### config.mk
export PLATFORM = sky130hd
export DESIGN_NAME = id_stage
export DESIGN_NICKNAME = d
export VERILOG_FILES = /design/src/rtl/rv32i_pkg.sv /design/src/rtl/id_stage_regfile.sv /design/src/rtl/id_stage.sv
export SDC_FILE = /design/constraint.sdc
export NUM_CORES = 2
export LEC_CHECK = 0
export CORE_ASPECT_RATIO = 1.5
export CORE_MARGIN = 8
export CORE_UTILIZATION = 40
export CTS_BUF_LIST = sky130_fd_sc_hd__clkbuf_4
export DETAILED_ROUTE_END_ITERATION = 6
export PLACE_DENSITY_LB_ADDON = 0.1
export SYNTH_ARGS = -nofsm -noshare
export SYNTH_HDL_FRONTEND = slang
export SYNTH_SLANG_ARGS = --single-unit
### constraint.sdc
create_clock -name clk -period 4.62 [get_ports clk]
set_clock_uncertainty 0.15 [all_clocks]
set_input_delay 0.693 -clock clk [delete_from_list [all_inputs] [get_ports clk]]
set_output_delay 0.693 -clock clk [all_outputs]
set_load 0.01 [all_outputs]
### src/rtl/rv32i_pkg.sv
// Shared RV32I decode constants: major opcodes, ALU/writeback/branch codes,
// and small funct3 decode helpers used by the ID stage.
package rv32i_pkg;

  localparam logic [6:0] OPC_LUI    = 7'b0110111;
  localparam logic [6:0] OPC_AUIPC  = 7'b0010111;
  localparam logic [6:0] OPC_JAL    = 7'b1101111;
  localparam logic [6:0] OPC_JALR   = 7'b1100111;
  localparam logic [6:0] OPC_BRANCH = 7'b1100011;
  localparam logic [6:0] OPC_LOAD   = 7'b0000011;
  localparam logic [6:0] OPC_STORE  = 7'b0100011;
  localparam logic [6:0] OPC_OP_IMM = 7'b0010011;
  localparam logic [6:0] OPC_OP     = 7'b0110011;
  localparam logic [6:0] OPC_FENCE  = 7'b0001111;
  localparam logic [6:0] OPC_SYSTEM = 7'b1110011;

  typedef enum logic [3:0] {
    ALU_ADD  = 4'd0,
    ALU_SUB  = 4'd1,
    ALU_SLL  = 4'd2,
    ALU_SLT  = 4'd3,
    ALU_SLTU = 4'd4,
    ALU_XOR  = 4'd5,
    ALU_SRL  = 4'd6,
    ALU_SRA  = 4'd7,
    ALU_OR   = 4'd8,
    ALU_AND  = 4'd9
  } alu_fun_e;

  typedef enum logic [1:0] {
    WB_ALU = 2'd0,
    WB_MEM = 2'd1,
    WB_PC4 = 2'd2
  } wb_sel_e;

  typedef enum logic [2:0] {
    BR_NONE = 3'd0,
    BR_BEQ  = 3'd1,
    BR_BNE  = 3'd2,
    BR_BLT  = 3'd3,
    BR_BGE  = 3'd4,
    BR_BLTU = 3'd5,
    BR_BGEU = 3'd6,
    BR_JUMP = 3'd7
  } br_type_e;

  // alt is instr[30], already masked by the caller where it is not meaningful.
  function automatic alu_fun_e alu_decode(input logic [2:0] funct3, input logic alt);
    case (funct3)
      3'd0:    return alt ? ALU_SUB : ALU_ADD;
      3'd1:    return ALU_SLL;
      3'd2:    return ALU_SLT;
      3'd3:    return ALU_SLTU;
      3'd4:    return ALU_XOR;
      3'd5:    return alt ? ALU_SRA : ALU_SRL;
      3'd6:    return ALU_OR;
      default: return ALU_AND;
    endcase
  endfunction

  function automatic br_type_e br_decode(input logic [2:0] funct3);
    case (funct3)
      3'd0:    return BR_BEQ;
      3'd1:    return BR_BNE;
      3'd4:    return BR_BLT;
      3'd5:    return BR_BGE;
      3'd6:    return BR_BLTU;
      3'd7:    return BR_BGEU;
      default: return BR_NONE;
    endcase
  endfunction

endpackage

### src/rtl/id_stage_regfile.sv
// 2-read/1-write integer register file with x0 hardwired to zero.
// Optional same-cycle WB->read forwarding under `RF_WB_BYPASS_EN.
module regfile #(
  parameter int XLEN  = 32,
  parameter int NREGS = 32,
  parameter int AW    = $clog2(NREGS)
) (
  input  logic            clk,
  input  logic            rst,
  input  logic            we,
  input  logic [AW-1:0]   waddr,
  input  logic [XLEN-1:0] wdata,
  input  logic [AW-1:0]   raddr1,
  input  logic [AW-1:0]   raddr2,
  output logic [XLEN-1:0] rdata1,
  output logic [XLEN-1:0] rdata2
);

  logic [NREGS-1:0][XLEN-1:0] mem_q, mem_d;

  always_comb begin
    mem_d = mem_q;
    if (we && waddr != '0) mem_d[waddr] = wdata;
  end

  // NOTE: the whole array is cleared by reset because software may read any
  // register before writing it; this keeps it in flops rather than a RAM macro.
  always_ff @(posedge clk) begin
    if (rst) mem_q <= '0;
    else     mem_q <= mem_d;
  end

  always_comb begin
    rdata1 = (raddr1 == '0) ? '0 : mem_q[raddr1];
    rdata2 = (raddr2 == '0) ? '0 : mem_q[raddr2];
`ifdef RF_WB_BYPASS_EN
    if (we && waddr != '0 && waddr == raddr1) rdata1 = wdata;
    if (we && waddr != '0 && waddr == raddr2) rdata2 = wdata;
`endif
  end

endmodule

### src/rtl/id_stage.sv
// RV32I decode stage: register file, operand/control decode and load-use
// interlock. Define RF_WB_BYPASS_EN to forward same-cycle writeback data.
module id_stage
  import rv32i_pkg::*;
#(
  parameter int XLEN  = 32,
  parameter int NREGS = 32
) (
  input  logic            clk,
  input  logic            rst,
  input  logic            if_valid,
  input  logic [31:0]     if_instr,
  input  logic [31:0]     if_pc,
  input  logic [31:0]     if_pc4,
  input  logic            ex_flush,
  input  logic            wb_we,
  input  logic [4:0]      wb_rd,
  input  logic [XLEN-1:0] wb_data,
  output logic            stall_out,
  output logic            id_valid_out,
  output logic [31:0]     pc4_out,
  output logic [XLEN-1:0] operand1_out,
  output logic [XLEN-1:0] operand2_out,
  output logic [XLEN-1:0] rs2_data_out,
  output logic [4:0]      rd_out,
  output logic [3:0]      alu_fun_out,
  output logic [1:0]      wb_sel_out,
  output logic            reg_we_out,
  output logic            mem_val_out,
  output logic            mem_rw_out,
  output logic [2:0]      mem_fn3_out,
  output logic [2:0]      br_type_out,
  output logic            illegal_out
);

  logic [6:0] opcode;
  logic [2:0] funct3;
  logic [4:0] rs1, rs2, rd;
  logic [31:0] imm_i32, imm_s32, imm_u32, imm_j32;
  logic [XLEN-1:0] imm_i, imm_s, imm_u, imm_j, pc_x;
  logic [XLEN-1:0] rs1_data, rs2_data;

  assign opcode = if_instr[6:0];
  assign funct3 = if_instr[14:12];
  assign rs1    = if_instr[19:15];
  assign rs2    = if_instr[24:20];
  assign rd     = if_instr[11:7];

  assign imm_i32 = {{20{if_instr[31]}}, if_instr[31:20]};
  assign imm_s32 = {{20{if_instr[31]}}, if_instr[31:25], if_instr[11:7]};
  assign imm_u32 = {if_instr[31:12], 12'b0};
  assign imm_j32 = {{12{if_instr[31]}}, if_instr[19:12], if_instr[20], if_instr[30:21], 1'b0};
  assign imm_i   = XLEN'($signed(imm_i32));
  assign imm_s   = XLEN'($signed(imm_s32));
  assign imm_u   = XLEN'($signed(imm_u32));
  assign imm_j   = XLEN'($signed(imm_j32));
  assign pc_x    = XLEN'(if_pc);

  regfile #(.XLEN(XLEN), .NREGS(NREGS)) u_regfile (
    .clk    (clk),
    .rst    (rst),
    .we     (wb_we),
    .waddr  (wb_rd),
    .wdata  (wb_data),
    .raddr1 (rs1),
    .raddr2 (rs2),
    .rdata1 (rs1_data),
    .rdata2 (rs2_data)
  );

  logic [XLEN-1:0] op1, op2;
  alu_fun_e alu_fun;
  wb_sel_e  wb_sel;
  br_type_e br_type;
  logic dec_reg_we, dec_mem_val, mem_rw, use_rs1, use_rs2, is_load, illegal;

  // NOTE: every output of this block gets a default first so no path through
  // the case statement can leave one unassigned and infer a latch.
  always_comb begin
    op1 = rs1_data;
    op2 = imm_i;
    alu_fun = ALU_ADD;
    wb_sel = WB_ALU;
    br_type = BR_NONE;
    dec_reg_we = 1'b0;
    dec_mem_val = 1'b0;
    mem_rw = 1'b0;
    use_rs1 = 1'b0;
    use_rs2 = 1'b0;
    is_load = 1'b0;
    illegal = 1'b0;
    case (opcode)
      OPC_LUI:    begin op1 = '0; op2 = imm_u; dec_reg_we = 1'b1; end
      OPC_AUIPC:  begin op1 = pc_x; op2 = imm_u; dec_reg_we = 1'b1; end
      OPC_JAL: begin
        op1 = pc_x; op2 = imm_j; wb_sel = WB_PC4; dec_reg_we = 1'b1; br_type = BR_JUMP;
      end
      OPC_JALR: begin
        use_rs1 = 1'b1; wb_sel = WB_PC4; dec_reg_we = 1'b1; br_type = BR_JUMP;
      end
      OPC_BRANCH: begin
        use_rs1 = 1'b1; use_rs2 = 1'b1; op2 = rs2_data; br_type = br_decode(funct3);
      end
      OPC_LOAD: begin
        use_rs1 = 1'b1; wb_sel = WB_MEM; dec_reg_we = 1'b1; dec_mem_val = 1'b1; is_load = 1'b1;
      end
      OPC_STORE: begin
        use_rs1 = 1'b1; use_rs2 = 1'b1; op2 = imm_s; dec_mem_val = 1'b1; mem_rw = 1'b1;
      end
      OPC_OP_IMM: begin
        // instr[30] is part of the immediate except for the right shifts.
        use_rs1 = 1'b1; dec_reg_we = 1'b1;
        alu_fun = alu_decode(funct3, if_instr[30] & (funct3 == 3'b101));
      end
      OPC_OP: begin
        use_rs1 = 1'b1; use_rs2 = 1'b1; op2 = rs2_data; dec_reg_we = 1'b1;
        alu_fun = alu_decode(funct3, if_instr[30]);
      end
      OPC_FENCE, OPC_SYSTEM: use_rs1 = 1'b1;
      default: illegal = 1'b1;
    endcase
  end

  logic       ld_pend_q, ld_pend_d;
  logic [4:0] ld_rd_q, ld_rd_d;
  logic       hz, id_valid, stall;

  assign hz = if_valid & ld_pend_q & (ld_rd_q != 5'd0) &
              ((use_rs1 & (rs1 == ld_rd_q)) | (use_rs2 & (rs2 == ld_rd_q)));

  // Flush beats the interlock; both drop the tracker so a held instruction
  // is re-presented next cycle without a second bubble.
  always_comb begin
    stall = 1'b0;
    id_valid = 1'b0;
    ld_pend_d = 1'b0;
    ld_rd_d = 5'd0;
    if (rst || ex_flush) begin
      stall = 1'b0;
    end else if (hz) begin
      stall = 1'b1;
    end else begin
      id_valid = if_valid & ~illegal;
      ld_pend_d = id_valid & is_load;
      ld_rd_d = rd;
    end
  end

  // NOTE: state registers use non-blocking assignments so every flop samples
  // pre-edge values regardless of statement order.
  always_ff @(posedge clk) begin
    if (rst) begin
      ld_pend_q <= 1'b0;
      ld_rd_q <= 5'd0;
    end else begin
      ld_pend_q <= ld_pend_d;
      ld_rd_q <= ld_rd_d;
    end
  end

  assign stall_out    = stall;
  assign id_valid_out = id_valid;
  assign illegal_out  = ~rst & if_valid & illegal;
  assign reg_we_out   = id_valid & dec_reg_we;
  assign mem_val_out  = id_valid & dec_mem_val;
  assign rd_out       = reg_we_out ? rd : 5'd0;
  assign pc4_out      = if_pc4;
  assign operand1_out = op1;
  assign operand2_out = op2;
  assign rs2_data_out = rs2_data;
  assign alu_fun_out  = alu_fun;
  assign wb_sel_out   = wb_sel;
  assign mem_rw_out   = mem_rw;
  assign mem_fn3_out  = funct3;
  assign br_type_out  = br_type;

endmodule
==> impl_results.md <==
- Status: finished, violations left
- Failing checks: setup timing
- Syn Area/Cell: 8.734 sq um
- CTS Buf Count: 287
- Worst-skew pair later-pin latency: 1.31 ns
- Commonest cells after routing, fill and taps aside: nand2_1, a21oi_1, dfxtp_1
- CP Data Required Time: 3.78 ns
- Final hold violations: 0
- Post-Layout Cell Count: 8233
- Via count: 50880
- Initial core utilization: 40.24%
- Critical path origin: if_instr[4]
- Crit path launch type: input port
- Congestion Overflow GR: 0
- Predominant post-synthesis flop cell: dfxtp_1
- Post-synthesis async set-or-reset flop share: 0%
- Post-CTS setup repair buffer count: 0
- Vias per inst: 6.180
- Global Route Usage Sum: 33.67%
- LEAKAGE: 0.02066 uW
- Cell Area, Synth: 0.05358 sq mm
- R2R setup slack: 2.16 ns
- Critical Path End Type: output port
- Final WS setup: -0.01801 ns
- Vias in the first global route: 49340
- Post-Syn Nets: 6273
- Initial antenna violation count: 18
- I/O pins: 289
- R2r startpoint: ld_rd_q[4]
- DP Cell Count: 7743
- Maximum clock frequency: 215.6 MHz
- Setup TNS: -0.01801 ns
- Clock transition at path regs: 0.07 ns
- CP top delay family: buffers and inverters
- YS warnings: 0
- Largest net degree at the start of global routing: 205
- Slew at the pin closest to its max-slew limit: 1.325 ns
- Place WS: 0.06392 ns
- # clock sinks: 1030
- Sequential fraction of the synthesis area: 38.48%
- Max_cap viols: 0
- Clk root buf: clkbuf_4
- Largest fanout on the critical path: 10
- Power density cells: 316.8 mW/mm^2
- Crit path top cell by count: clkdlybuf4s50_1
- Rows: 164
- Remaining antenna violation count: 0
- DR iter-0 viols: 6296
- CTS tree: yes
- Min-Delay Path Class: input port to register
- Post-synth EDFFs: 0
- H-tree depth: 5
- Critical path class: input port to output port
- Tcrit/Tclk final: 100.4%
- Die Area: 0.1462 sq mm
- CTS max path bufs: 4
- RSZ-0062 raised after global routing: false
- WP data arrival: 3.80 ns
- First-pass GRT wire length: 357600 um
- Worst path max stage delay: 0.68 ns
- Yosys reg bits: 1030
- Slowest CP cell: clkdlybuf4s50_1
- CP cell instances: clkdlybuf4s50_1 -> or3b_4 -> nor2_1 -> nor2b_1 -> buf_4 -> a22oi_1 -> o21ai_0 -> clkdlybuf4s50_1
- Relative slew slack: 11.42%
- Worst vdd ir: 293.1 uV
- Die height: 464.3 um
- Worst path bufs/invs: 3
- Commonest non-fill, non-tap cell in the layout: nand2_1
- R2R Path End: ld_rd_q[0]
- GP Congestion: 0.9071
- Die Width: 314.8 um
- R2R cell count: 6
- Clock period minus worst slack: 4.638 ns
- Final #Nets: 6438
- Drt first pass iters: 6
- WP depth: 8
- Layout cells sized above 1: 20.07%
- Pins Over Slew Limit: 0
- Final setup fails: 1
- Yosys cell types: 78
- Synthesized instance count: 6135
- Average wire per standard cell: 30.94 um
- Core box area: 0.1332 sq mm
- Area growth, synth to finish: 15.15%
- Final WL: 254800 um
- CP Capture Point: operand2_out[1]
- Hold_ws: 0.1139 ns
- Final HPWL DP: 157600 um
- Drc violations: 0
- Buffers on Ports: 224
sequential cells by signal (all words and copies together), names as in the netlist:
signal	cells
ld_pend_q	1
u_regfile.mem_q	1024
ld_rd_q	5
report_power, final:
part	switching, uW	internal (uW)
Clock	4090	4250
Combinational	1450	770
Sequential	50.6	8940
Total	5590	14000
Yosys cell counts, types with 7 or more instances:
cell type | n | share of area [%]
o21ai_1 | 20 | 0.19
buf_4 | 62 | 0.87
buf_2 | 74 | 0.69
buf_1 | 12 | 0.084
nor2b_1 | 47 | 0.55
buf_6 | 50 | 1.1
buf_8 | 7 | 0.20
nand2b_1 | 8 | 0.093
o21bai_1 | 31 | 0.43
a221oi_1 | 39 | 0.64
a211o_1 | 33 | 0.54
dfxtp_1 | 1030 | 38
a22oi_1 | 97 | 1.4
nor2_1 | 89 | 0.62
nand3_1 | 12 | 0.11
clkbuf_1 | 446 | 3.1
nand2_1 | 2108 | 15
mux2_2 | 9 | 0.19
a21oi_1 | 1081 | 10
mux4_1 | 8 | 0.39
and2_1 | 8 | 0.093
inv_1 | 10 | 0.070
a32oi_1 | 14 | 0.23
mux4_2 | 435 | 18
a221oi_2 | 23 | 0.64
o22ai_1 | 70 | 0.82
o21ai_0 | 13 | 0.12
a211oi_1 | 9 | 0.13
nor3_1 | 16 | 0.15
xor2_1 | 7 | 0.11
mux2i_1 | 165 | 3.1
worst min-delay path by stage:
| stage | start | to | slack [ns] | cells after the start |
|---|---|---|---|---|
| after floorplan | u_regfile.mem_q[355] | u_regfile.mem_q[355] | 0.29 | 2 |
| after global placement | u_regfile.mem_q[77] | u_regfile.mem_q[77] | 0.30 | 2 |
| after detailed placement | u_regfile.mem_q[1006] | u_regfile.mem_q[1006] | 0.31 | 2 |
| after CTS | wb_data[7] | u_regfile.mem_q[871] | 0.007 | 4 |
| after global routing | wb_data[25] | u_regfile.mem_q[473] | 0.06 | 4 |
| final | wb_data[1] | u_regfile.mem_q[65] | 0.11 | 4 |
cell families (layout without fill, tap and decap cells):
logic type	after synthesis	after routing	share of synthesized area, %
AND/OR/NAND/NOR	2336	2336	17.12
AO/OA/AOI/OAI	1473	1473	15.99
flip-flops	1030	1030	38.48
buffers and inverters	667	1003	6.267
multiplexers	617	617	21.95
XOR/XNOR	12	12	0.1961
other	0	19	0
layer usage:
| metal | vias to the layer above | part of all wire, % | track usage [%] |
|---|---|---|---|
| met5 | - | 0.0082 | 0 |
| met4 | 4 | 6.8 | 20.29 |
| met3 | 830 | 11 | 10.11 |
| met2 | 3217 | 45 | 52.12 |
| met1 | 24880 | 37 | 41.17 |
| li1 | 21960 | - | - |
layout make-up:
cell class | count | area, sq um
Clock inverter | 59 | 360.3
Inverter | 11 | 41.29
Sequential cell | 1030 | 20620
Fill cell | 12910 | 71470
Timing Repair Buffer | 532 | 5445
Antenna cell | 19 | 47.55
Clock buffer | 401 | 3010
Tap cell | 1743 | 2181
Multi-Input combinational cell | 4438 | 30000
through the flow:
stage	cell area [sq um]	power, uW	util [%]
finish	61700	19540	46.33
CTS	61640	19620	46.28
floorplan	53580	10400	-
global placement	58160	11350	43.67
global route	61670	20220	46.31
detailed placement	58160	11350	43.67
worst register-to-register path: cells and delay by family (launching register included):
kind / cells / cell delay (ns)
compound gates: 2 / 0.43
xor+xnor: 1 / 0.32
buf+inv: 1 / 0.57
flops: 1 / 0.39
simple gates: 2 / 0.49
repair_timing:
action | CTS | global route
endpoints found under the hold margin | 51 | 0
endpoints found under the setup margin | 0 | 6
hold buffers | 11 | 0
resized for setup | 0 | 6
No activity file was read; power rests on OpenSTA's default activity.
